<file path="config.mk">
export PLATFORM = sky130hd
export DESIGN_NAME = sm_move_ctrl
export DESIGN_NICKNAME = d
export VERILOG_FILES = /design/src/rtl/sm_pkg.sv /design/src/rtl/sm_step_edge.sv /design/src/rtl/sm_move_ctrl.sv
export SDC_FILE = /design/constraint.sdc
export NUM_CORES = 1
export LEC_CHECK = 0
export ABC_AREA = 1
export CAP_MARGIN = 0
export CORE_UTILIZATION = 49
export CTS_CLUSTER_SIZE = 10
export DETAILED_ROUTE_END_ITERATION = 6
export PLACE_DENSITY_LB_ADDON = 0.08
export RECOVER_POWER = 25
export SYNTH_ARGS = -nofsm -noshare
export SYNTH_HDL_FRONTEND = slang
export SYNTH_SLANG_ARGS = --single-unit
</file>
<file path="constraint.sdc">
create_clock -name clk -period 17.7 [get_ports clk]
set_clock_uncertainty 0.2 [all_clocks]
set_input_delay 3.54 -clock clk [delete_from_list [all_inputs] [get_ports clk]]
set_output_delay 3.54 -clock clk [all_outputs]
set_load 0.01 [all_outputs]
</file>
<file path="src/rtl/sm_pkg.sv">
// Shared definitions for the stepper-motor move controller.
//   - state_t   : move sequencer states
//   - SIZE_DEF  : default width of period values (matches the pulse generator's N)
//   - CNT_W_DEF : default width of the step counters
//   - sub_floor / add_ceil : saturating period arithmetic. The functions work on
//     32-bit values with a 33-bit intermediate, so SIZE may be at most 32.
package sm_pkg;

    localparam int SIZE_DEF  = 16;
    localparam int CNT_W_DEF = 24;

    typedef enum logic [2:0] {
        IDLE,
        ACCEL,
        CRUISE,
        DECEL,
        STOP
    } state_t;

    // a - b, never below lo. The extra bit makes a borrow visible instead of
    // letting the difference wrap to a huge period.
    function automatic logic [31:0] sub_floor(input logic [31:0] a,
                                              input logic [31:0] b,
                                              input logic [31:0] lo);
        logic [32:0] diff;
        diff = {1'b0, a} - {1'b0, b};
        if (diff[32] || (diff[31:0] < lo)) return lo;
        return diff[31:0];
    endfunction

    // a + b, never above hi. The extra bit holds the carry so an overflow
    // cannot wrap to a small period.
    function automatic logic [31:0] add_ceil(input logic [31:0] a,
                                             input logic [31:0] b,
                                             input logic [31:0] hi);
        logic [32:0] sum;
        sum = {1'b0, a} + {1'b0, b};
        if (sum > {1'b0, hi}) return hi;
        return sum[31:0];
    endfunction

endpackage

</file>
<file path="src/rtl/sm_step_edge.sv">
// Rising-edge detector for the pulse generator's step output.
//   clk        : system clock
//   rst        : synchronous, active-high reset
//   step_i     : drv_step from the pulse generator
//   step_evt_o : one-cycle pulse in the first cycle step_i is seen high
module sm_step_edge (
    input  logic clk,
    input  logic rst,
    input  logic step_i,
    output logic step_evt_o
);

    logic step_q;

    // NOTE: sequential state is always written with <= so every flop samples
    // the pre-edge values, independent of statement order.
    always_ff @(posedge clk) begin
        if (rst) step_q <= 1'b0;
        else     step_q <= step_i;
    end

    assign step_evt_o = step_i & ~step_q;

endmodule

</file>
<file path="src/rtl/sm_move_ctrl.sv">
// Motion sequencer in front of the stepper-motor pulse generator. Latches a
// move command, ramps the generator's period down to cruise and back up, and
// counts issued steps from the generator's feedback.
//   clk, rst                 : clock, synchronous active-high reset
//   start, abort             : one-cycle move request / controlled-stop request
//   target_steps, dir_in     : move length and direction
//   period_start, period_min : slowest (start/end) and fastest (cruise) period
//   accel_dec                : period change per step while ramping
//   drv_step_in              : step output fed back from the pulse generator
//   drv_enable_SM, period_N  : enable and period to the pulse generator
//   dir, busy, done, aborted : latched direction and move status
//   steps_issued             : steps counted in the current/last move
module sm_move_ctrl
    import sm_pkg::*;
#(
    parameter int SIZE  = SIZE_DEF,
    parameter int CNT_W = CNT_W_DEF
) (
    input  logic             clk,
    input  logic             rst,
    input  logic             start,
    input  logic             abort,
    input  logic [CNT_W-1:0] target_steps,
    input  logic             dir_in,
    input  logic [SIZE-1:0]  period_start,
    input  logic [SIZE-1:0]  period_min,
    input  logic [SIZE-1:0]  accel_dec,
    input  logic             drv_step_in,
    output logic             drv_enable_SM,
    output logic [SIZE-1:0]  period_N,
    output logic             dir,
    output logic             busy,
    output logic             done,
    output logic             aborted,
    output logic [CNT_W-1:0] steps_issued
);

    state_t           state_q, state_d;
    logic [CNT_W-1:0] target_q, steps_q, ramp_q, ramp_d;
    logic [SIZE-1:0]  pstart_q, effmin_q, accel_q, period_q, period_d;
    logic             dir_q, busy_q, enable_q, done_q, aborted_q;
    logic             abort_flag_q, abort_flag_d;

    logic             step_evt;
    logic [CNT_W-1:0] steps_inc, remaining;
    logic [SIZE-1:0]  eff_min_in, period_acc, period_dec;
    logic             complete, running;

    sm_step_edge u_step_edge (
        .clk       (clk),
        .rst       (rst),
        .step_i    (drv_step_in),
        .step_evt_o(step_evt)
    );

    // The cruise period may never be slower than the start period; a
    // period_min above period_start collapses the move to a flat profile.
    assign eff_min_in = (period_min < period_start) ? period_min : period_start;

    // steps_q < target_q while running, so the increment cannot wrap and the
    // remaining count cannot go negative.
    assign steps_inc  = steps_q + CNT_W'(1);
    assign remaining  = target_q - steps_inc;
    assign complete   = step_evt && (steps_inc == target_q);
    assign running    = (state_q == ACCEL) || (state_q == CRUISE) || (state_q == DECEL);

    assign period_acc = SIZE'(sub_floor(32'(period_q), 32'(accel_q), 32'(effmin_q)));
    assign period_dec = SIZE'(add_ceil(32'(period_q), 32'(accel_q), 32'(pstart_q)));

    // Next values while a move runs. The step is applied first, then abort
    // acts on the post-step state.
    // NOTE: every variable gets a default at the top of always_comb so no
    // path leaves it unassigned and no latch is inferred.
    always_comb begin
        period_d     = period_q;
        ramp_d       = ramp_q;
        state_d      = state_q;
        abort_flag_d = abort_flag_q || (abort && running && !complete);

        if (step_evt && (state_q == ACCEL)) begin
            period_d = period_acc;
            ramp_d   = ramp_q + CNT_W'(1);
        end else if (step_evt && (state_q == DECEL)) begin
            period_d = period_dec;
            ramp_d   = (ramp_q == '0) ? '0 : ramp_q - CNT_W'(1);
        end

        if (complete) begin
            state_d = STOP;
        end else begin
            // Decel is checked before cruise so a triangular profile wins a tie.
            if (step_evt && (state_q == ACCEL)) begin
                if (remaining <= ramp_d)        state_d = DECEL;
                else if (period_d == effmin_q)  state_d = CRUISE;
            end else if (step_evt && (state_q == CRUISE) && (remaining <= ramp_q)) begin
                state_d = DECEL;
            end
            if (abort && ((state_d == ACCEL) || (state_d == CRUISE))) state_d = DECEL;
            // An aborted move stops as soon as it is back at the start period.
            if ((state_d == DECEL) && abort_flag_d && (period_d == pstart_q)) state_d = STOP;
        end
    end

    // NOTE: every register, command latches included, is cleared by reset so
    // a reset mid-move leaves no stale command behind.
    always_ff @(posedge clk) begin
        if (rst) begin
            state_q      <= IDLE;
            target_q     <= '0;
            steps_q      <= '0;
            ramp_q       <= '0;
            pstart_q     <= '0;
            effmin_q     <= '0;
            accel_q      <= '0;
            period_q     <= '0;
            dir_q        <= 1'b0;
            busy_q       <= 1'b0;
            enable_q     <= 1'b0;
            done_q       <= 1'b0;
            aborted_q    <= 1'b0;
            abort_flag_q <= 1'b0;
        end else begin
            done_q <= 1'b0;
            case (state_q)
                IDLE: begin
                    if (start) begin
                        target_q     <= target_steps;
                        dir_q        <= dir_in;
                        pstart_q     <= period_start;
                        effmin_q     <= eff_min_in;
                        accel_q      <= accel_dec;
                        period_q     <= period_start;
                        steps_q      <= '0;
                        ramp_q       <= '0;
                        abort_flag_q <= 1'b0;
                        aborted_q    <= 1'b0;
                        if (target_steps == '0) begin
                            // Nothing to move: report completion without enabling.
                            state_q <= STOP;
                            done_q  <= 1'b1;
                        end else begin
                            busy_q   <= 1'b1;
                            enable_q <= 1'b1;
                            state_q  <= ((accel_dec == '0) || (eff_min_in == period_start))
                                        ? CRUISE : ACCEL;
                        end
                    end
                end
                ACCEL, CRUISE, DECEL: begin
                    if (step_evt) steps_q <= steps_inc;
                    period_q     <= period_d;
                    ramp_q       <= ramp_d;
                    abort_flag_q <= abort_flag_d;
                    state_q      <= state_d;
                    if (state_d == STOP) begin
                        busy_q    <= 1'b0;
                        enable_q  <= 1'b0;
                        done_q    <= 1'b1;
                        aborted_q <= abort_flag_d;
                    end
                end
                default: state_q <= IDLE; // STOP: done is held for exactly this one cycle
            endcase
        end
    end

    assign drv_enable_SM = enable_q;
    assign period_N      = period_q;
    assign dir           = dir_q;
    assign busy          = busy_q;
    assign done          = done_q;
    assign aborted       = aborted_q;
    assign steps_issued  = steps_q;

endmodule

</file>
==> results.py, run 1 <==
metrics = {
    "detailed_routing": {
        "drtPass1Iterations": 6,
        "vias_per_cell": 5.77,
        "met3WireLength_mm": 3.69,
        "drt_iter0_markers": 1486,
        "vias": 14400,
        "top_layer": "met4",
        "wl_met2_mm": 18.0,
        "wl_mm": 44.3,
        "ant_nets": 0,
        "drcViolationCount": 0,
        "wl_per_cell_microns": 17.8,
        "wl_met1_mm": 22.0,
    },
    "clocking": {
        "cts_sinks": 145,
        "clock_latency_ns": 0.45,
        "cts_tree": "built",
        "cts_made_buffers": 17,
        "postCtsSetupRepairBufs": 0,
        "cts_hold_buf": 0,
        "clk_pin_slew_ns": 0.07,
        "cts_root_buffer": "clkbuf_16",
        "htreeDepth": 4,
        "clockBufferDepth": 2,
        "cts_resized": 0,
    },
    "global_routing": {
        "grtUsageTotal": 0.310,
        "overflow": 0,
        "grt_start_max_net_pins": 92,
        "antenna_found_initial": 0,
        "grt_pass1_vias": 12700,
        "grt_pass1_wl_mm": 68.9,
    },
    "finish": {
        "final-seq-area_sq_um": 2900,
        "final_nets": 2369,
        "fill_cells": 2671,
        "drive_gt1_frac": 0.0535,
        "diodes": 0,
        "multiInputGateArea_sq_um": 9340,
        "fin_cells": 2489,
        "syn2layout_area_growth_pct": 14.8,
    },
    "sta": {
        "rsz0062_at_grt": "false",
        "setup_viol": 0,
        "final_max_slew_viol_count": 91,
        "max_slew.worst_pin.slew_ns": 4.56,
        "max_slew_margin": -2.04,
        "min_period_over_period": 0.523,
        "fmax_mhz": 108,
        "min_period_ns": 9.26,
        "finalSetupTns_ns": 0,
        "hold_viol_final": 0,
    },
    "synth": {
        "synthesis.nets": 2304,
        "ys_ff_latch": 145,
        "ys_seq_area_frac": 0.215,
        "syn_inst": 2070,
        "synth_top_area_share": 0.215,
        "syn-cell-area_sq_um": 13500,
        "synth_common_cells": "nand2_1, a21oi_1, inv_1",
        "synth_edf_count": 0,
        "yosys.cell_count.top_type": "nand2_1",
        "synthArstFlopShare": 0,
        "yosysWarnings": 0,
        "synth_top_flop_cell": "dfxtp_1",
        "synthTopCellsByArea": "dfxtp_1, ha_1, nand2_1, a21oi_1, inv_1",
        "synth.avg_cell_area_sq_um": 6.52,
        "synth_area_leader_cell": "dfxtp_1",
        "ys_types": 56,
    },
    "min_path": {
        "hold_path.class": "flip-flop to flip-flop",
    },
    "power": {
        "p_seq_frac": 0.259,
        "ir_worst_vdd_mv": 0.0561,
        "power.density_nw_per_um2": 92.6,
        "swShare": 0.435,
        "intPower_mw": 0.811,
        "p_clk_frac": 0.281,
        "comb_power_share": 0.460,
        "leakage_nw": 7.06,
        "switchingPower_mw": 0.624,
    },
    "flow_run": {
        "drv_cap": 1,
    },
    "placement": {
        "place.gp.congestion": 0.977,
        "dp_hpwl_mm": 33.6,
        "portBuffers": 122,
        "dp.cells": 2457,
    },
    "worst_setup_path": {
        "crit_family": "simple AND/OR/NAND/NOR gates",
        "crit_path_start_kind": "primary input",
        "crit_path_end_kind": "flip-flop",
        "crit_slowest_cell": "nor2_4",
        "cp.buffers_inverters": 4,
        "slowest_delay_ns": 0.69,
        "cpMostUsedCell": "nand2_1",
        "crit_fanout": 25,
        "crit_arrival_ns": 9.43,
        "cp.required_ns": 17.88,
        "worst-setup-path-type": "primary input to flip-flop",
    },
    "floorplan": {
        "ios": 123,
        "die_area_sq_um": 28200,
        "die_h_microns": 168,
        "coreArea_sq_um": 27000,
        "num_rows": 60,
        "fp.dieW_microns": 168,
        "start_util": 0.501,
    },
    "status": {
        "failed_checks": "capacitance limit, slew limit",
        "status": "complete, but fails checks",
    },
}
[worst paths after layout]
check | startpoint | endpoint | slack (ns) | cells after the start
hold reg to reg | target_q[0]$_SDFFE_PP0P_ | target_q[0]$_SDFFE_PP0P_ | 0.27 | 2
hold / removal | target_q[0]$_SDFFE_PP0P_ | target_q[0]$_SDFFE_PP0P_ | 0.27 | 2
setup reg to reg | steps_issued[0]$_SDFFE_PP0P_ | aborted$_SDFFE_PP0P_ | 10.73 | 42
setup / recovery | drv_step_in | aborted$_SDFFE_PP0P_ | 8.44 | 31
[registers in the layout, summed over array words and instances, names as in the netlist]
signal / cells
effmin_q: 16
abort_flag_q: 1
target_q: 24
u_step_edge.step_q: 1
dir: 1
period_N: 16
aborted: 1
ramp_q: 24
accel_q: 16
steps_issued: 24
pstart_q: 16
drv_enable_SM: 1
state_q: 3
done: 1
[layer usage]
layer	global-route usage	vias to the layer above
met3	0.0510	47
met2	0.451	558
met5	0	-
met1	0.471	6637
met4	0.0654	0
li1	-	7123
[cell families after synthesis]
| logic type | Yosys count | share of synthesized area |
|---|---|---|
| buf+inv | 326 | 0.0939 |
| fa+ha+maj | 156 | 0.146 |
| simple gates | 839 | 0.276 |
| xor+xnor | 87 | 0.0565 |
| flops | 145 | 0.215 |
| compound gates | 517 | 0.212 |
[cells in the final DEF, fill, tap and decap left out, drive strengths merged, types with 3 or more instances in the layout]
| master | count |
|---|---|
| nand4 | 35 |
| bufinv | 3 |
| xor2 | 75 |
| o22ai | 6 |
| dfxtp | 145 |
| nand3 | 129 |
| o211ai | 17 |
| buf | 9 |
| nor2 | 115 |
| xnor2 | 12 |
| o21ai | 154 |
| a31oi | 10 |
| or2 | 15 |
| o31ai | 5 |
| nor4 | 22 |
| nand2 | 485 |
| ha | 153 |
| a21oi | 274 |
| a21o | 6 |
| a211oi | 8 |
| clkinv | 9 |
| clkbuf | 19 |
| clkdlybuf4s50 | 76 |
| o221ai | 15 |
| inv | 243 |
| nor3 | 31 |
| o21bai | 3 |
| dlygate4sd3 | 45 |
| a2bb2oi | 4 |
| fa | 3 |
[metrics by stage]
| step | hold slack, ns | power [mW] | worst slack, ns | util | area [sq um] |
|---|---|---|---|---|---|
| 2_1_floorplan | 0.233 | 0.837 | 10.52 | - | 13500 |
| 6_report | 0.268 | 1.44 | 8.44 | 0.575 | 15500 |
| 3_5_place_dp | 0.257 | 1.02 | 8.08 | 0.552 | 14900 |
| 4_1_cts | 0.265 | 1.43 | 8.54 | 0.575 | 15500 |
| 5_1_grt | 0.294 | 1.53 | 7.96 | 0.575 | 15500 |
| 3_3_place_gp | 0.252 | 1.01 | 8.21 | 0.552 | 14900 |
[area by class of cell]
cell class                 instances  area share
tap                              341      0.0275
inverter                         241      0.0584
timing repair buffer             131      0.0828
sequential                       145       0.187
multi-input combinational       1599       0.603
clock buffer                      18      0.0283
clock inverter                    14      0.0126
[power groups by stage]
stage | clock [mW] | combinational (mW) | sequential, mW
CTS | 0.406 | 0.648 | 0.372
detailed placement | 0 | 0.644 | 0.379
floorplan | 0 | 0.464 | 0.373
finish | 0.403 | 0.660 | 0.372
global route | 0.419 | 0.735 | 0.375
global placement | 0 | 0.634 | 0.379
[tightest hold or removal path, cell delays in order (launching register included)]
cell     delay [ns]
dfxtp_1        0.30
inv_1          0.07
a21oi_1        0.06
(Power assumes the default switching activity.)
==> run 2: changes to the inputs <==
Clock period 17.7 ns to 9.7 ns, I/O delays scaled along.
==> run 2 against run 1 <==
Compared with the run above:
- clock power up 91%
- combinational power up 83%
- die area unchanged
- routed wire length up 0.32%
- largest cell class unchanged
- setup slack worse by 6.1 ns
- sequential power up 83%
- the run still ends with capacitance limit, slew limit left
==> results.py, run 2 (synthesized netlist as in run 1, its figures left out) <==
metrics = {
    "status": {
        "status": "complete, but fails checks",
        "failed_checks": "capacitance limit, slew limit",
    },
    "worst_setup_path": {
        "crit_path_end_kind": "flip-flop",
        "r2r_setup_slack_ns": 2.88,
        "crit-reg2reg-launch": "steps_issued[0]$_SDFFE_PP0P_",
        "crit_path_start_kind": "primary input",
        "worst-setup-path-type": "primary input to flip-flop",
        "crit_slowest_cell": "nor2_4",
        "cpMostUsedCell": "nand2_1",
        "reg2reg_depth": 41,
        "crit_arrival_ns": 7.58,
        "slowest_delay_ns": 0.69,
        "cp.required_ns": 9.88,
        "crit_fanout": 26,
        "r2r_end": "done$_SDFF_PP0_",
    },
    "placement": {
        "portBuffers": 122,
        "dp_hpwl_mm": 34.1,
        "place.gp.congestion": 0.969,
    },
    "sta": {
        "fmax_mhz": 135,
        "finalSetupTns_ns": 0,
        "final_max_slew_viol_count": 100,
        "setup_viol": 0,
        "min_period_over_period": 0.763,
        "min_period_ns": 7.40,
        "max_slew_margin": -0.701,
        "rsz0062_at_grt": "false",
        "fin_hold_ws_ns": 0.266,
        "max_slew.worst_pin.slew_ns": 2.55,
        "hold_viol_final": 0,
    },
    "floorplan": {
        "die_h_microns": 168,
        "fp.dieW_microns": 168,
        "coreArea_sq_um": 27000,
        "ios": 123,
        "die_area_sq_um": 28200,
        "start_util": 0.501,
        "num_rows": 60,
    },
    "detailed_routing": {
        "vias_per_cell": 5.73,
        "vias": 14300,
        "wl_mm": 44.4,
        "wl_per_cell_microns": 17.9,
        "drtPass1Iterations": 6,
        "drt_iter0_markers": 1552,
        "drcViolationCount": 0,
        "ant_nets": 0,
    },
    "flow_run": {
        "drv_cap": 2,
    },
    "min_path": {
        "hold_path.class": "flip-flop to flip-flop",
        "hold_depth": 2,
        "min_from": "ramp_q[23]$_SDFFE_PP0P_",
        "worstHoldEndpoint": "ramp_q[23]$_SDFFE_PP0P_",
    },
    "clocking": {
        "clk_pin_slew_ns": 0.07,
        "cts_root_buffer": "clkbuf_16",
        "postCtsSetupRepairBufs": 0,
        "cts_sinks": 145,
        "cts_tree": "built",
        "htreeDepth": 4,
        "cts_hold_buf": 0,
        "cts_resized": 0,
        "clock_latency_ns": 0.45,
        "cts_made_buffers": 17,
        "clockBufferDepth": 2,
    },
    "finish": {
        "syn2layout_area_growth_pct": 15.0,
        "final-seq-area_sq_um": 2900,
        "final_util": 0.576,
        "multiInputGateArea_sq_um": 9350,
        "final_cell_mix": "nand2_1, a21oi_1, inv_1",
        "diodes": 0,
        "drive_gt1_frac": 0.0526,
        "final_common_cell": "nand2_1",
        "fill_cells": 2641,
        "final_nets": 2369,
    },
    "global_routing": {
        "grt_pass1_vias": 13100,
        "overflow": 0,
        "grt_start_max_net_pins": 92,
        "grtUsageTotal": 0.319,
        "antenna_found_initial": 0,
        "grt_pass1_wl_mm": 70.5,
    },
    "power": {
        "ir_worst_vdd_mv": 0.121,
        "p_total_mw": 2.65,
        "power.density_nw_per_um2": 171,
        "leakage_nw": 7.05,
    },
}
-- run 2: cell types whose count changed in the layout (fill, tap and decap cells not counted), moves of 2 or more --
cell,previous run,this run
clkdlybuf4s50_1,76,79
clkinv_4,2,0
dlygate4sd3_1,45,42
clkbuf_1,1,4
clkinvlp_4,0,3
bufinv_16,3,5
inv_6,5,2
-- run 2: how the worst max path moves through the flow --
stage                     slack (ns)                   end                         start
after floorplan                 4.04  aborted$_SDFFE_PP0P_  steps_issued[0]$_SDFFE_PP0P_
after global placement          2.15  aborted$_SDFFE_PP0P_                   drv_step_in
after detailed placement        2.09  aborted$_SDFFE_PP0P_                   drv_step_in
after CTS                       2.53  aborted$_SDFFE_PP0P_                   drv_step_in
after global routing            1.90  aborted$_SDFFE_PP0P_                   drv_step_in
final                           2.30       done$_SDFF_PP0_                   drv_step_in
-- run 2: where the power goes --
part           leakage, nW  switching (mW)  internal (mW)
Combinational         5.55           0.784          0.421
Clock                0.310           0.304          0.463
Sequential            1.19          0.0439          0.637
Total                 7.05            1.13           1.52
-- run 2: final cells by class --
class | instances | share of cell area
clock buffers | 19 | 0.0279
well taps | 341 | 0.0275
clock inverters | 13 | 0.0144
multi-input cells | 1599 | 0.602
flip-flops and latches | 145 | 0.187
inverters | 241 | 0.0583
repair buffers | 131 | 0.0824
-- run 2: per-stage QoR --
stage / setup slack, ns / std cells / cell area (sq um)
after floorplan: 4.04 / 2070 / 13500
after global placement: 2.15 / 2457 / 14900
after detailed placement: 2.09 / 2457 / 14900
after CTS: 2.53 / 2489 / 15500
after global routing: 1.90 / 2489 / 15500
final: 2.30 / 2489 / 15500
-- run 2: metal layers --
| layer | vias up | wire (microns) | GRT usage |
|---|---|---|---|
| met5 | - | 0 | 0 |
| met4 | 0 | 608 | 0.0710 |
| met3 | 48 | 4070 | 0.0764 |
| met2 | 578 | 17600 | 0.444 |
| met1 | 6513 | 22200 | 0.486 |
| li1 | 7133 | - | - |
-- run 2: worst max-delay path, delay by kind of cell --
family / cells / cell delay (ns)
simple gates: 16 / 3.09
fa+ha+maj: 1 / 0.30
compound gates: 9 / 1.36
buf+inv: 3 / 0.87
==> run 3: changes to the inputs <==
Clock period 9.7 ns to 7.2 ns, I/O delays scaled along.
==> run 3 against run 2 <==
Compared with the run above:
- the run still ends with capacitance limit, slew limit left
- critical path depth grew 13
- highest routed layer unchanged
- combinational power grew 36%
- sequential power grew 34%
==> results.py, run 3 (synthesized netlist as in run 1, its figures left out) <==
metrics = {
    "power": {
        "leakage_nw": 7.04,
        "ir_worst_vdd_mv": 0.173,
        "power.density_nw_per_um2": 224,
    },
    "finish": {
        "final_util": 0.575,
        "final_nets": 2371,
        "fin_cells": 2491,
        "syn2layout_area_growth_pct": 14.8,
        "fill_cells": 2708,
        "final_cell_mix": "nand2_1, a21oi_1, inv_1",
        "drive_gt1_frac": 0.0549,
        "final_common_cell": "nand2_1",
        "diodes": 0,
    },
    "placement": {
        "dp_hpwl_mm": 34.1,
        "portBuffers": 122,
        "dp.cells": 2459,
        "place.gp.congestion": 0.920,
    },
    "floorplan": {
        "die_h_microns": 168,
        "die_area_sq_um": 28200,
        "fp.dieW_microns": 168,
        "coreArea_sq_um": 27000,
        "start_util": 0.501,
        "ios": 123,
        "num_rows": 60,
    },
    "sta": {
        "hold_viol_final": 0,
        "rsz0062_at_grt": "false",
        "min_period_ns": 6.36,
        "setup_viol": 0,
        "max_slew_margin": -0.878,
        "fmax_mhz": 157,
        "min_period_over_period": 0.883,
        "max_slew.worst_pin.slew_ns": 2.82,
        "finalSetupTns_ns": 0,
        "final_max_slew_viol_count": 105,
    },
    "detailed_routing": {
        "vias_per_cell": 5.80,
        "drcViolationCount": 0,
        "vias": 14500,
        "wl_mm": 44.8,
        "drt_iter0_markers": 1511,
        "wl_per_cell_microns": 18.0,
        "ant_nets": 0,
        "drtPass1Iterations": 5,
    },
    "clocking": {
        "cts_root_buffer": "clkbuf_16",
        "clk_pin_slew_ns": 0.08,
        "cts_tree": "built",
        "clock_latency_ns": 0.44,
        "cts_sinks": 145,
        "cts_made_buffers": 17,
        "clockBufferDepth": 2,
        "htreeDepth": 4,
        "cts_hold_buf": 0,
    },
    "worst_setup_path": {
        "cpMostUsedCell": "nand2_1",
        "crit_slowest_cell": "dfxtp_1",
        "slowest_delay_ns": 0.43,
        "crit_path_start_kind": "flip-flop",
        "cp.required_ns": 7.33,
        "crit_path_end_kind": "flip-flop",
        "crit_fanout": 6,
        "crit_arrival_ns": 6.49,
        "worst-setup-path-type": "flip-flop to flip-flop",
    },
    "min_path": {
        "hold_path.class": "flip-flop to flip-flop",
    },
    "global_routing": {
        "overflow": 0,
        "grt_pass1_vias": 13000,
        "antenna_found_initial": 0,
        "grt_pass1_wl_mm": 70.5,
        "grt_start_max_net_pins": 98,
        "grtUsageTotal": 0.317,
    },
    "status": {
        "status": "complete, but fails checks",
        "failed_checks": "capacitance limit, slew limit",
    },
    "flow_run": {
        "drv_cap": 2,
    },
}
[run 3: cell types whose count changed in the layout (fill, tap and decap cells not counted), moves of 2 or more]
cell | previous run | this run
clkinv_8 | 0 | 5
clkbuf_1 | 4 | 2
inv_8 | 3 | 5
buf_4 | 8 | 10
bufinv_16 | 5 | 0
[run 3: cell type report]
cell class,instances,area (sq um),share of cell area
Clock inverter,15,179,0.0116
Timing Repair Buffer,133,1290,0.0835
Sequential cell,145,2900,0.187
Clock buffer,17,425,0.0275
Tap cell,341,427,0.0275
Inverter,241,905,0.0584
Multi-Input combinational cell,1599,9360,0.604
[run 3: final timing paths]
kind	from	end	slack (ns)	cells after the start
worst max-delay path	steps_issued[0]$_SDFFE_PP0P_	aborted$_SDFFE_PP0P_	0.84	42
worst min-delay path	ramp_q[23]$_SDFFE_PP0P_	ramp_q[23]$_SDFFE_PP0P_	0.26	2
worst max register to register	steps_issued[0]$_SDFFE_PP0P_	aborted$_SDFFE_PP0P_	0.84	42
worst min register to register	ramp_q[23]$_SDFFE_PP0P_	ramp_q[23]$_SDFFE_PP0P_	0.26	2
[run 3: stage by stage]
| stage | power (mW) | hold slack, ns | worst slack (ns) | cell area [sq um] |
|---|---|---|---|---|
| 6_report | 3.47 | 0.265 | 0.843 | 15500 |
| 3_5_place_dp | 2.52 | 0.259 | 0.831 | 14900 |
| 2_1_floorplan | 2.06 | 0.233 | 1.54 | 13500 |
| 3_3_place_gp | 2.50 | 0.254 | 1.11 | 14900 |
| 5_1_grt | 3.72 | 0.284 | 0.0464 | 15500 |
| 4_1_cts | 3.45 | 0.271 | 0.790 | 15500 |
[run 3: critical path, delay by kind of cell, from the launching register on]
| kind | cells | cell delay [ns] |
|---|---|---|
| compound gates | 11 | 1.43 |
| xor+xnor | 2 | 0.43 |
| fa+ha+maj | 3 | 0.88 |
| buf+inv | 2 | 0.13 |
| flops | 1 | 0.43 |
| simple gates | 24 | 2.73 |
[run 3: per-layer routing]
metal	wire, microns	track usage	vias to the layer above
li1	-	-	7128
met1	22200	0.481	6693
met2	18000	0.459	598
met3	4080	0.0621	39
met4	534	0.0586	0
met5	0	0	-
[run 3: where the power goes]
group	total [mW]	switching, mW	internal (mW)
Clock	0.921	0.452	0.470
Sequential	0.913	0.0562	0.857
Combinational	1.64	1.06	0.572
[run 3: repair_timing]
| item | in CTS | in global routing |
|---|---|---|
| setup endpoints to repair | 0 | 1 |
| gates resized for setup | 0 | 1 |
| setup buffers | 0 | 0 |
